==> src/rtl/picodevice_pkg.sv <==
// Shared definitions for the picodevice AXI4-lite arbiter.
//   - state_e   : arbiter FSM states
//   - MST_MEM / MST_DMM : master index constants (grant / priority encoding)
//   - ADDR_W, DATA_W, STRB_W, PROT_W : AXI4-lite field widths
package picodevice_pkg;

  localparam int ADDR_W = 32;
  localparam int DATA_W = 32;
  localparam int STRB_W = 4;
  localparam int PROT_W = 3;

  localparam logic MST_MEM = 1'b0;
  localparam logic MST_DMM = 1'b1;

  typedef enum logic [2:0] {
    IDLE    = 3'd0,
    WR_ADDR = 3'd1,
    WR_RESP = 3'd2,
    RD_ADDR = 3'd3,
    RD_DATA = 3'd4
  } state_e;

endpackage

==> src/rtl/picodevice_arb_rr2.sv <==
// Two-input grant / priority-pointer logic for the picodevice AXI arbiter.
// Ports:
//   clk, resetn  - clock, asynchronous active-low reset
//   req_i[1:0]   - request pair, bit MST_MEM = mem, bit MST_DMM = dmm
//   arb_en_i     - arbitration window (arbiter is idle)
//   done_i       - completion strobe of the granted transaction
//   win_o        - combinational winner for the current request pair
//   grant_o      - registered grant, loaded when arbitrating with a request
// Parameters:
//   ROUND_ROBIN     - 1: pointer moves to the master not just served; 0: mem fixed
//   DMM_FIRST_RESET - round-robin only: 1 gives dmm priority after reset
module picodevice_arb_rr2
  import picodevice_pkg::*;
#(
  parameter int unsigned ROUND_ROBIN     = 1,
  parameter int unsigned DMM_FIRST_RESET = 0
) (
  input  logic       clk,
  input  logic       resetn,
  input  logic [1:0] req_i,
  input  logic       arb_en_i,
  input  logic       done_i,
  output logic       win_o,
  output logic       grant_o
);

  localparam logic PRIO_RST = ((ROUND_ROBIN != 0) && (DMM_FIRST_RESET != 0)) ? MST_DMM : MST_MEM;

  logic prio_q;
  logic grant_q;

  // Priority master wins if it requests; otherwise the other one (only
  // meaningful when at least one request is present).
  assign win_o   = req_i[prio_q] ? prio_q : ~prio_q;
  assign grant_o = grant_q;

  always_ff @(posedge clk or negedge resetn) begin
    if (!resetn) begin
      grant_q <= MST_MEM;
      prio_q  <= PRIO_RST;
    end else begin
      if (arb_en_i && (|req_i)) begin
        grant_q <= win_o;
      end
      if (done_i) begin
        prio_q <= (ROUND_ROBIN != 0) ? ~grant_q : MST_MEM;
      end
    end
  end

endmodule

==> src/rtl/picodevice_axi_arbiter.sv <==
// 2:1 AXI4-lite arbiter merging the core memory master (mem_axi_*) and the
// data-mover master (dmm_axi_*) onto one master port (out_axi_*). A single
// transaction is outstanding; address, data and response all run under one
// grant. Outputs are fully gated by state, so in IDLE (and in reset) every
// valid, ready, address and data output is 0.
// Ports:
//   clk, resetn   - clock, asynchronous active-low reset
//   mem_axi_*     - slave side toward the core memory master
//   dmm_axi_*     - slave side toward the data-mover master
//   out_axi_*     - merged master side toward the interconnect
//   stat_mem_grants / stat_dmm_grants - completed-transaction counters,
//                   present only when PICODEVICE_AXI_ARBITER_STATS_EN is defined
// Parameters: ROUND_ROBIN, DMM_FIRST_RESET (see picodevice_arb_rr2).
module picodevice_axi_arbiter
  import picodevice_pkg::*;
#(
  parameter int unsigned ROUND_ROBIN     = 1,
  parameter int unsigned DMM_FIRST_RESET = 0
) (
  input  logic              clk,
  input  logic              resetn,
  // mem master
  input  logic              mem_axi_awvalid,
  output logic              mem_axi_awready,
  input  logic [ADDR_W-1:0] mem_axi_awaddr,
  input  logic [PROT_W-1:0] mem_axi_awprot,
  input  logic              mem_axi_wvalid,
  output logic              mem_axi_wready,
  input  logic [DATA_W-1:0] mem_axi_wdata,
  input  logic [STRB_W-1:0] mem_axi_wstrb,
  output logic              mem_axi_bvalid,
  input  logic              mem_axi_bready,
  input  logic              mem_axi_arvalid,
  output logic              mem_axi_arready,
  input  logic [ADDR_W-1:0] mem_axi_araddr,
  input  logic [PROT_W-1:0] mem_axi_arprot,
  output logic              mem_axi_rvalid,
  input  logic              mem_axi_rready,
  output logic [DATA_W-1:0] mem_axi_rdata,
  // dmm master
  input  logic              dmm_axi_awvalid,
  output logic              dmm_axi_awready,
  input  logic [ADDR_W-1:0] dmm_axi_awaddr,
  input  logic [PROT_W-1:0] dmm_axi_awprot,
  input  logic              dmm_axi_wvalid,
  output logic              dmm_axi_wready,
  input  logic [DATA_W-1:0] dmm_axi_wdata,
  input  logic [STRB_W-1:0] dmm_axi_wstrb,
  output logic              dmm_axi_bvalid,
  input  logic              dmm_axi_bready,
  input  logic              dmm_axi_arvalid,
  output logic              dmm_axi_arready,
  input  logic [ADDR_W-1:0] dmm_axi_araddr,
  input  logic [PROT_W-1:0] dmm_axi_arprot,
  output logic              dmm_axi_rvalid,
  input  logic              dmm_axi_rready,
  output logic [DATA_W-1:0] dmm_axi_rdata,
  // merged master
  output logic              out_axi_awvalid,
  input  logic              out_axi_awready,
  output logic [ADDR_W-1:0] out_axi_awaddr,
  output logic [PROT_W-1:0] out_axi_awprot,
  output logic              out_axi_wvalid,
  input  logic              out_axi_wready,
  output logic [DATA_W-1:0] out_axi_wdata,
  output logic [STRB_W-1:0] out_axi_wstrb,
  input  logic              out_axi_bvalid,
  output logic              out_axi_bready,
  output logic              out_axi_arvalid,
  input  logic              out_axi_arready,
  output logic [ADDR_W-1:0] out_axi_araddr,
  output logic [PROT_W-1:0] out_axi_arprot,
  input  logic              out_axi_rvalid,
  output logic              out_axi_rready,
  input  logic [DATA_W-1:0] out_axi_rdata
`ifdef PICODEVICE_AXI_ARBITER_STATS_EN
  ,
  output logic [31:0]       stat_mem_grants,
  output logic [31:0]       stat_dmm_grants
`endif
);

  state_e state_q, state_d;
  logic   aw_done_q, aw_done_d;
  logic   w_done_q, w_done_d;
  logic   grant, win, arb_en, txn_done;
  logic [1:0] req;

  logic in_wa, in_wr, in_ra, in_rd;
  logic aw_hs, w_hs, b_hs, ar_hs, r_hs;
  logic aw_rdy, w_rdy, b_vld, ar_rdy, r_vld;
  logic [DATA_W-1:0] r_data;
  logic win_is_wr;

  // Granted-master views of the master-side inputs
  logic              g_awvalid, g_wvalid, g_bready, g_arvalid, g_rready;
  logic [ADDR_W-1:0] g_awaddr, g_araddr;
  logic [PROT_W-1:0] g_awprot, g_arprot;
  logic [DATA_W-1:0] g_wdata;
  logic [STRB_W-1:0] g_wstrb;

  assign req[MST_MEM] = mem_axi_awvalid | mem_axi_arvalid;
  assign req[MST_DMM] = dmm_axi_awvalid | dmm_axi_arvalid;

  picodevice_arb_rr2 #(
    .ROUND_ROBIN    (ROUND_ROBIN),
    .DMM_FIRST_RESET(DMM_FIRST_RESET)
  ) u_arb (
    .clk     (clk),
    .resetn  (resetn),
    .req_i   (req),
    .arb_en_i(arb_en),
    .done_i  (txn_done),
    .win_o   (win),
    .grant_o (grant)
  );

  // A master presenting both AW and AR gets its write served first.
  assign win_is_wr = (win == MST_DMM) ? dmm_axi_awvalid : mem_axi_awvalid;

  always_comb begin
    if (grant == MST_DMM) begin
      g_awvalid = dmm_axi_awvalid;
      g_awaddr  = dmm_axi_awaddr;
      g_awprot  = dmm_axi_awprot;
      g_wvalid  = dmm_axi_wvalid;
      g_wdata   = dmm_axi_wdata;
      g_wstrb   = dmm_axi_wstrb;
      g_bready  = dmm_axi_bready;
      g_arvalid = dmm_axi_arvalid;
      g_araddr  = dmm_axi_araddr;
      g_arprot  = dmm_axi_arprot;
      g_rready  = dmm_axi_rready;
    end else begin
      g_awvalid = mem_axi_awvalid;
      g_awaddr  = mem_axi_awaddr;
      g_awprot  = mem_axi_awprot;
      g_wvalid  = mem_axi_wvalid;
      g_wdata   = mem_axi_wdata;
      g_wstrb   = mem_axi_wstrb;
      g_bready  = mem_axi_bready;
      g_arvalid = mem_axi_arvalid;
      g_araddr  = mem_axi_araddr;
      g_arprot  = mem_axi_arprot;
      g_rready  = mem_axi_rready;
    end
  end

  assign in_wa = (state_q == WR_ADDR);
  assign in_wr = (state_q == WR_RESP);
  assign in_ra = (state_q == RD_ADDR);
  assign in_rd = (state_q == RD_DATA);

  // Merged master side; a completed AW or W is masked until the write ends.
  assign out_axi_awvalid = in_wa & g_awvalid & ~aw_done_q;
  assign out_axi_awaddr  = in_wa ? g_awaddr : '0;
  assign out_axi_awprot  = in_wa ? g_awprot : '0;
  assign out_axi_wvalid  = in_wa & g_wvalid & ~w_done_q;
  assign out_axi_wdata   = in_wa ? g_wdata : '0;
  assign out_axi_wstrb   = in_wa ? g_wstrb : '0;
  assign out_axi_bready  = in_wr & g_bready;
  assign out_axi_arvalid = in_ra & g_arvalid;
  assign out_axi_araddr  = in_ra ? g_araddr : '0;
  assign out_axi_arprot  = in_ra ? g_arprot : '0;
  assign out_axi_rready  = in_rd & g_rready;

  assign aw_rdy = in_wa & out_axi_awready & ~aw_done_q;
  assign w_rdy  = in_wa & out_axi_wready & ~w_done_q;
  assign b_vld  = in_wr & out_axi_bvalid;
  assign ar_rdy = in_ra & out_axi_arready;
  assign r_vld  = in_rd & out_axi_rvalid;
  assign r_data = in_rd ? out_axi_rdata : '0;

  assign aw_hs = out_axi_awvalid & out_axi_awready;
  assign w_hs  = out_axi_wvalid & out_axi_wready;
  assign b_hs  = b_vld & out_axi_bready;
  assign ar_hs = out_axi_arvalid & out_axi_arready;
  assign r_hs  = r_vld & out_axi_rready;

  // Per-master fan-out; the non-granted master sees all zeros.
  assign mem_axi_awready = (grant == MST_MEM) & aw_rdy;
  assign mem_axi_wready  = (grant == MST_MEM) & w_rdy;
  assign mem_axi_bvalid  = (grant == MST_MEM) & b_vld;
  assign mem_axi_arready = (grant == MST_MEM) & ar_rdy;
  assign mem_axi_rvalid  = (grant == MST_MEM) & r_vld;
  assign mem_axi_rdata   = (grant == MST_MEM) ? r_data : '0;
  assign dmm_axi_awready = (grant == MST_DMM) & aw_rdy;
  assign dmm_axi_wready  = (grant == MST_DMM) & w_rdy;
  assign dmm_axi_bvalid  = (grant == MST_DMM) & b_vld;
  assign dmm_axi_arready = (grant == MST_DMM) & ar_rdy;
  assign dmm_axi_rvalid  = (grant == MST_DMM) & r_vld;
  assign dmm_axi_rdata   = (grant == MST_DMM) ? r_data : '0;

  always_comb begin
    state_d   = state_q;
    aw_done_d = aw_done_q;
    w_done_d  = w_done_q;
    arb_en    = 1'b0;
    txn_done  = 1'b0;
    case (state_q)
      IDLE: begin
        arb_en = 1'b1;
        if (|req) begin
          state_d = win_is_wr ? WR_ADDR : RD_ADDR;
        end
      end
      WR_ADDR: begin
        if (aw_hs) aw_done_d = 1'b1;
        if (w_hs)  w_done_d  = 1'b1;
        if (aw_done_d && w_done_d) begin
          state_d   = WR_RESP;
          aw_done_d = 1'b0;
          w_done_d  = 1'b0;
        end
      end
      WR_RESP: begin
        if (b_hs) begin
          state_d  = IDLE;
          txn_done = 1'b1;
        end
      end
      RD_ADDR: begin
        if (ar_hs) state_d = RD_DATA;
      end
      RD_DATA: begin
        if (r_hs) begin
          state_d  = IDLE;
          txn_done = 1'b1;
        end
      end
      default: state_d = IDLE;
    endcase
  end

  always_ff @(posedge clk or negedge resetn) begin
    if (!resetn) begin
      state_q   <= IDLE;
      aw_done_q <= 1'b0;
      w_done_q  <= 1'b0;
    end else begin
      state_q   <= state_d;
      aw_done_q <= aw_done_d;
      w_done_q  <= w_done_d;
    end
  end

`ifdef PICODEVICE_AXI_ARBITER_STATS_EN
  logic [31:0] stat_mem_q, stat_dmm_q;

  always_ff @(posedge clk or negedge resetn) begin
    if (!resetn) begin
      stat_mem_q <= '0;
      stat_dmm_q <= '0;
    end else if (txn_done) begin
      if (grant == MST_MEM) stat_mem_q <= stat_mem_q + 32'd1;
      else                  stat_dmm_q <= stat_dmm_q + 32'd1;
    end
  end

  assign stat_mem_grants = stat_mem_q;
  assign stat_dmm_grants = stat_dmm_q;
`endif

endmodule

==> config.mk <==
export PLATFORM = sky130hd
export DESIGN_NAME = picodevice_axi_arbiter
export DESIGN_NICKNAME = d
export VERILOG_FILES = /design/src/rtl/picodevice_pkg.sv /design/src/rtl/picodevice_arb_rr2.sv /design/src/rtl/picodevice_axi_arbiter.sv
export SDC_FILE = /design/constraint.sdc
export NUM_CORES = 1
export LEC_CHECK = 0
export CORE_AREA = 2 2 175 177
export CTS_CLUSTER_DIAMETER = 80
export CTS_CLUSTER_SIZE = 10
export DETAILED_ROUTE_END_ITERATION = 7
export DIE_AREA = 0 0 177 179
export HOLD_SLACK_MARGIN = 0.06
export PLACE_DENSITY = 0.41
export SLEW_MARGIN = 10
export SYNTH_ARGS = -nofsm -noshare
export SYNTH_HDL_FRONTEND = slang
export SYNTH_SLANG_ARGS = --single-unit
export TNS_END_PERCENT = 5
==> constraint.sdc <==
create_clock -name clk -period 2.2 [get_ports clk]
set_input_delay 0.44 -clock clk [delete_from_list [all_inputs] [get_ports clk]]
set_output_delay 0.44 -clock clk [all_outputs]
set_load 0.1 [all_outputs]
==> summary.log <==
qor: timing.fin_worst_hold_slack 0.483 ns
qor: critical_path.timing.critical_path.cells nor3b_4 -> buf_6 -> buf_16 -> and3_1 -> buf_12
qor: route.routedWlPerCell 16.3 um
qor: route.first_iter_violations 78
qor: route.route.detailed.vias_per_inst 3.73
qor: global_route.largest_net_degree_at_the_start_of_global_routing 68
qor: critical_path.timing.critical_path.from_type flop
qor: critical_path.cpMaxStageDelayCell sky130_fd_sc_hd__dfrtp_2
qor: critical_path.critical-path-top-delay-family buffers and inverters
qor: synthesis.post_synth_instance_area 2650 um2
qor: synthesis.synth_cell_types 30
qor: power_and_ir_drop.worst_ir_drop_vdd 1150 uV
qor: place.placement.io_buffers 445
qor: critical_path.worstReg2RegStart u_arb.grant_o
qor: synthesis.synthesis.yosys.warnings 0
qor: synthesis.synthesis.area_per_instance 6.73 um2
qor: cts.clkSlewWorstSetupHoldPaths 0.04 ns
qor: timing.report.final.slew_viol_count 0
qor: synthesis.synth.largest_area_cell sky130_fd_sc_hd__mux2i_1
qor: place.gp_routability_congestion 0.735
qor: global_route.antenna_found_initial 0
qor: critical_path.timing_worst_setup_path_type flop to output port
qor: cts.worst_skew_pair.late_latency 0.23 ns
qor: cts.cts_made_buffers 3
qor: floorplan.die-width 177 um
qor: power_and_ir_drop.cellPowerDensity 1550 nW/um2
qor: critical_path.worstSetupEndpointType output port
qor: synthesis.netlist_instances 394
qor: timing.setup_viol 0
qor: timing.clock_skew 0.000453 ns
qor: route.wirelength 20.1 mm
qor: hold_path.min-delay-path-class input pin to asynchronous set/reset pin
qor: critical_path.worst_ep_required_time 1.76 ns
qor: job.drv.max_cap_violation_count 0
qor: critical_path.arrival 1.74 ns
qor: route.detailedRoute.firstPassIterationCount 4
qor: synthesis.synth_largest_type_area_fraction 41.2%
qor: timing.final.min_clock_period 2.18 ns
qor: timing.timing.slew.headroom 67.6%
qor: route.drt.antenna.violating_nets 0
qor: timing.min_period_over_period 99.0%
qor: cts.ctsLongestPathBuffers 2
qor: cts.h_tree_lvls 1
qor: synthesis.postSynthNetCount 655
qor: global_route.grt_first_pass_wirelength 28.2 mm
qor: timing.worst_slew_pin_tran 0.473 ns
qor: critical_path.timing.rr.end state_q[1]
qor: route.count_of_vias_placed_by_the_detailed_router 4,610
qor: synthesis.yosysSeqAreaShare 6.61%
qor: cells_and_area.finish.utilization 33.6%
qor: cells_and_area.syn2layout_area_growth 280%
qor: cells_and_area.final_nets 1,102
qor: cells_and_area.layout-drive-gt1-share 37.5%
qor: floorplan.initial_utilization 8.83%
qor: floorplan.die_extent_in_y 179 um
qor: place.dpl_worst_slack 0.158 ns
qor: timing.setup-tns-final 0 ns
qor: critical_path.critical_path.n_buffers_inverters 3
qor: timing.max_clock_freq 0.459 GHz
qor: cts.cts_hold_repair.buffers 0
qor: floorplan.site_rows 64
qor: global_route.grt_util_all_layers 11.5%
qor: floorplan.io-pin-count 446
qor: place.dp_hpwl 16.9 mm
qor: cts.cts_tree done
qor: critical_path.rr_worst_depth 5
qor: outcome.outcome complete, no violations
qor: timing.final_worst_setup_slack 0.0214 ns
qor: timing.setup_repair_after_global_routing_missed_its_margin yes
qor: power_and_ir_drop.power_leakage 4.29 nW
qor: global_route.via_count_of_the_first_global_routing_pass 4,682
qor: synthesis.register_bit_total_from_synthesis 7
qor: critical_path.critPathMaxStageDelay 0.46 ns
qor: global_route.grt.overflow.total 0
qor: critical_path.timing.critical_path.fanout_max 32
qor: cts.clock_sink_count 7
qor: synthesis.yosys-top-cells-area sky130_fd_sc_hd__mux2i_1, sky130_fd_sc_hd__nor2_1, sky130_fd_sc_hd__and3_1
qor: route.drc_errors 0
qor: floorplan.die_area 31,700 um2
qor: cells_and_area.diodes 0
qor: timing.hold_viol_final 0
qor: cts.cts_root_buf sky130_fd_sc_hd__clkbuf_16
qor: floorplan.floorplan.core_area 30,000 um2
qor: critical_path.reg2reg_setup_slack 0.31 ns
==> cell families (layout without fill, tap and decap cells) <==
kind of cell	count (synthesis)	in the layout	synth area share, %
and+or+nand+nor	215	215	38.2
muxes	112	112	42.7
buffers and inverters	43	489	8.07
AOI/OAI and AO/OA	17	17	4.44
DFF	7	7	6.61
==> synthesized netlist by cell type (all sizes together) <==
master and n:
nor2 123, mux2i 109, and3 64, clkbuf 21
buf 20, nand2 11, dfrtp 7, a31oi 5
nor3 5, mux2 3, nor3b 3, o21ai 3
a311o 2, inv 2, nand2b 2, nand3 2
nor4 2, o221ai 2, o22ai 2, a21oi 1
and2b 1, nand3b 1, nor2b 1, o21a 1
o311ai 1
==> timing repair <==
| action | 4_1_cts | 5_1_grt |
|---|---|---|
| gates cloned | 1 | 1 |
| pin swaps | 1 | 0 |
| endpoints found under the setup margin | 17 | 143 |
| gates resized for setup | 11 | 39 |
| buffers inserted | 1 | 3 |
==> worst max path at each step <==
stage | from | to | slack [ns] | depth (start not counted)
finish | state_q[1] | mem_axi_rdata[21] | 0.02 | 5
global route | state_q[0] | mem_axi_wready | -0.06 | 4
CTS | u_arb.grant_o | out_axi_araddr[22] | -0.04 | 5
detailed placement | u_arb.grant_o | out_axi_araddr[23] | 0.16 | 5
global placement | dmm_axi_awvalid | out_axi_awvalid | 0.13 | 5
floorplan | state_q[1] | out_axi_awaddr[0] | -0.55 | 5
==> registers in the layout, summed over array words and instances (netlist names) <==
signal and cells:
aw_done_q 1, state_q 3, u_arb.grant_o 1, u_arb.prio_q 1, w_done_q 1
==> power by group <==
group / total, mW / internal [mW] / switching (mW)
Combinational: 15.0 / 5.40 / 9.62
Sequential: 0.348 / 0.198 / 0.150
Clock: 0.309 / 0.241 / 0.0679
==> stage by stage <==
stage	cell area, um2	cells	total power [mW]
after floorplan	2800	394	9.46
after CTS	9900	1232	15.6
after global routing	10100	1236	16.3
after global placement	9740	1226	15.3
after detailed placement	9740	1226	15.2
final	10100	1236	15.7
==> per-layer routing <==
metal	GRT usage [%]	part of all wire (%)	wire, um	vias to the layer above
met4	0.930	0.47	95	0
met5	0	0	0	-
met1	12.3	35	6980	2077
met3	3.80	11	2130	8
met2	22.7	54	10900	255
li1	-	-	-	2270
==> cells in the final DEF, fill, tap and decap left out, types with 3 or more instances in the layout <==
master / synthesis / routed
sky130_fd_sc_hd__and3_4: 0 / 17
sky130_fd_sc_hd__nor2_4: 0 / 4
sky130_fd_sc_hd__and3_1: 64 / 47
sky130_fd_sc_hd__nand2_1: 11 / 9
sky130_fd_sc_hd__dfrtp_1: 7 / 4
sky130_fd_sc_hd__mux2i_2: 0 / 8
sky130_fd_sc_hd__clkdlybuf4s50_1: 0 / 260
sky130_fd_sc_hd__buf_4: 6 / 26
sky130_fd_sc_hd__mux2i_1: 109 / 100
sky130_fd_sc_hd__nor2_1: 123 / 77
sky130_fd_sc_hd__buf_12: 0 / 193
sky130_fd_sc_hd__nor2_2: 0 / 42
sky130_fd_sc_hd__nor3_4: 0 / 3
sky130_fd_sc_hd__clkbuf_16: 0 / 4
sky130_fd_sc_hd__a31oi_1: 5 / 5
==> layout make-up <==
class,instances,area (um2)
Timing Repair Buffer,483,6740
Multi-Input combinational cell,344,2590
Clock buffer,4,78.8
Sequential cell,7,181
Fill cell,3065,19900
Inverter,2,7.51
Tap cell,396,495
Note: power is estimated with default switching activity, not from simulation.
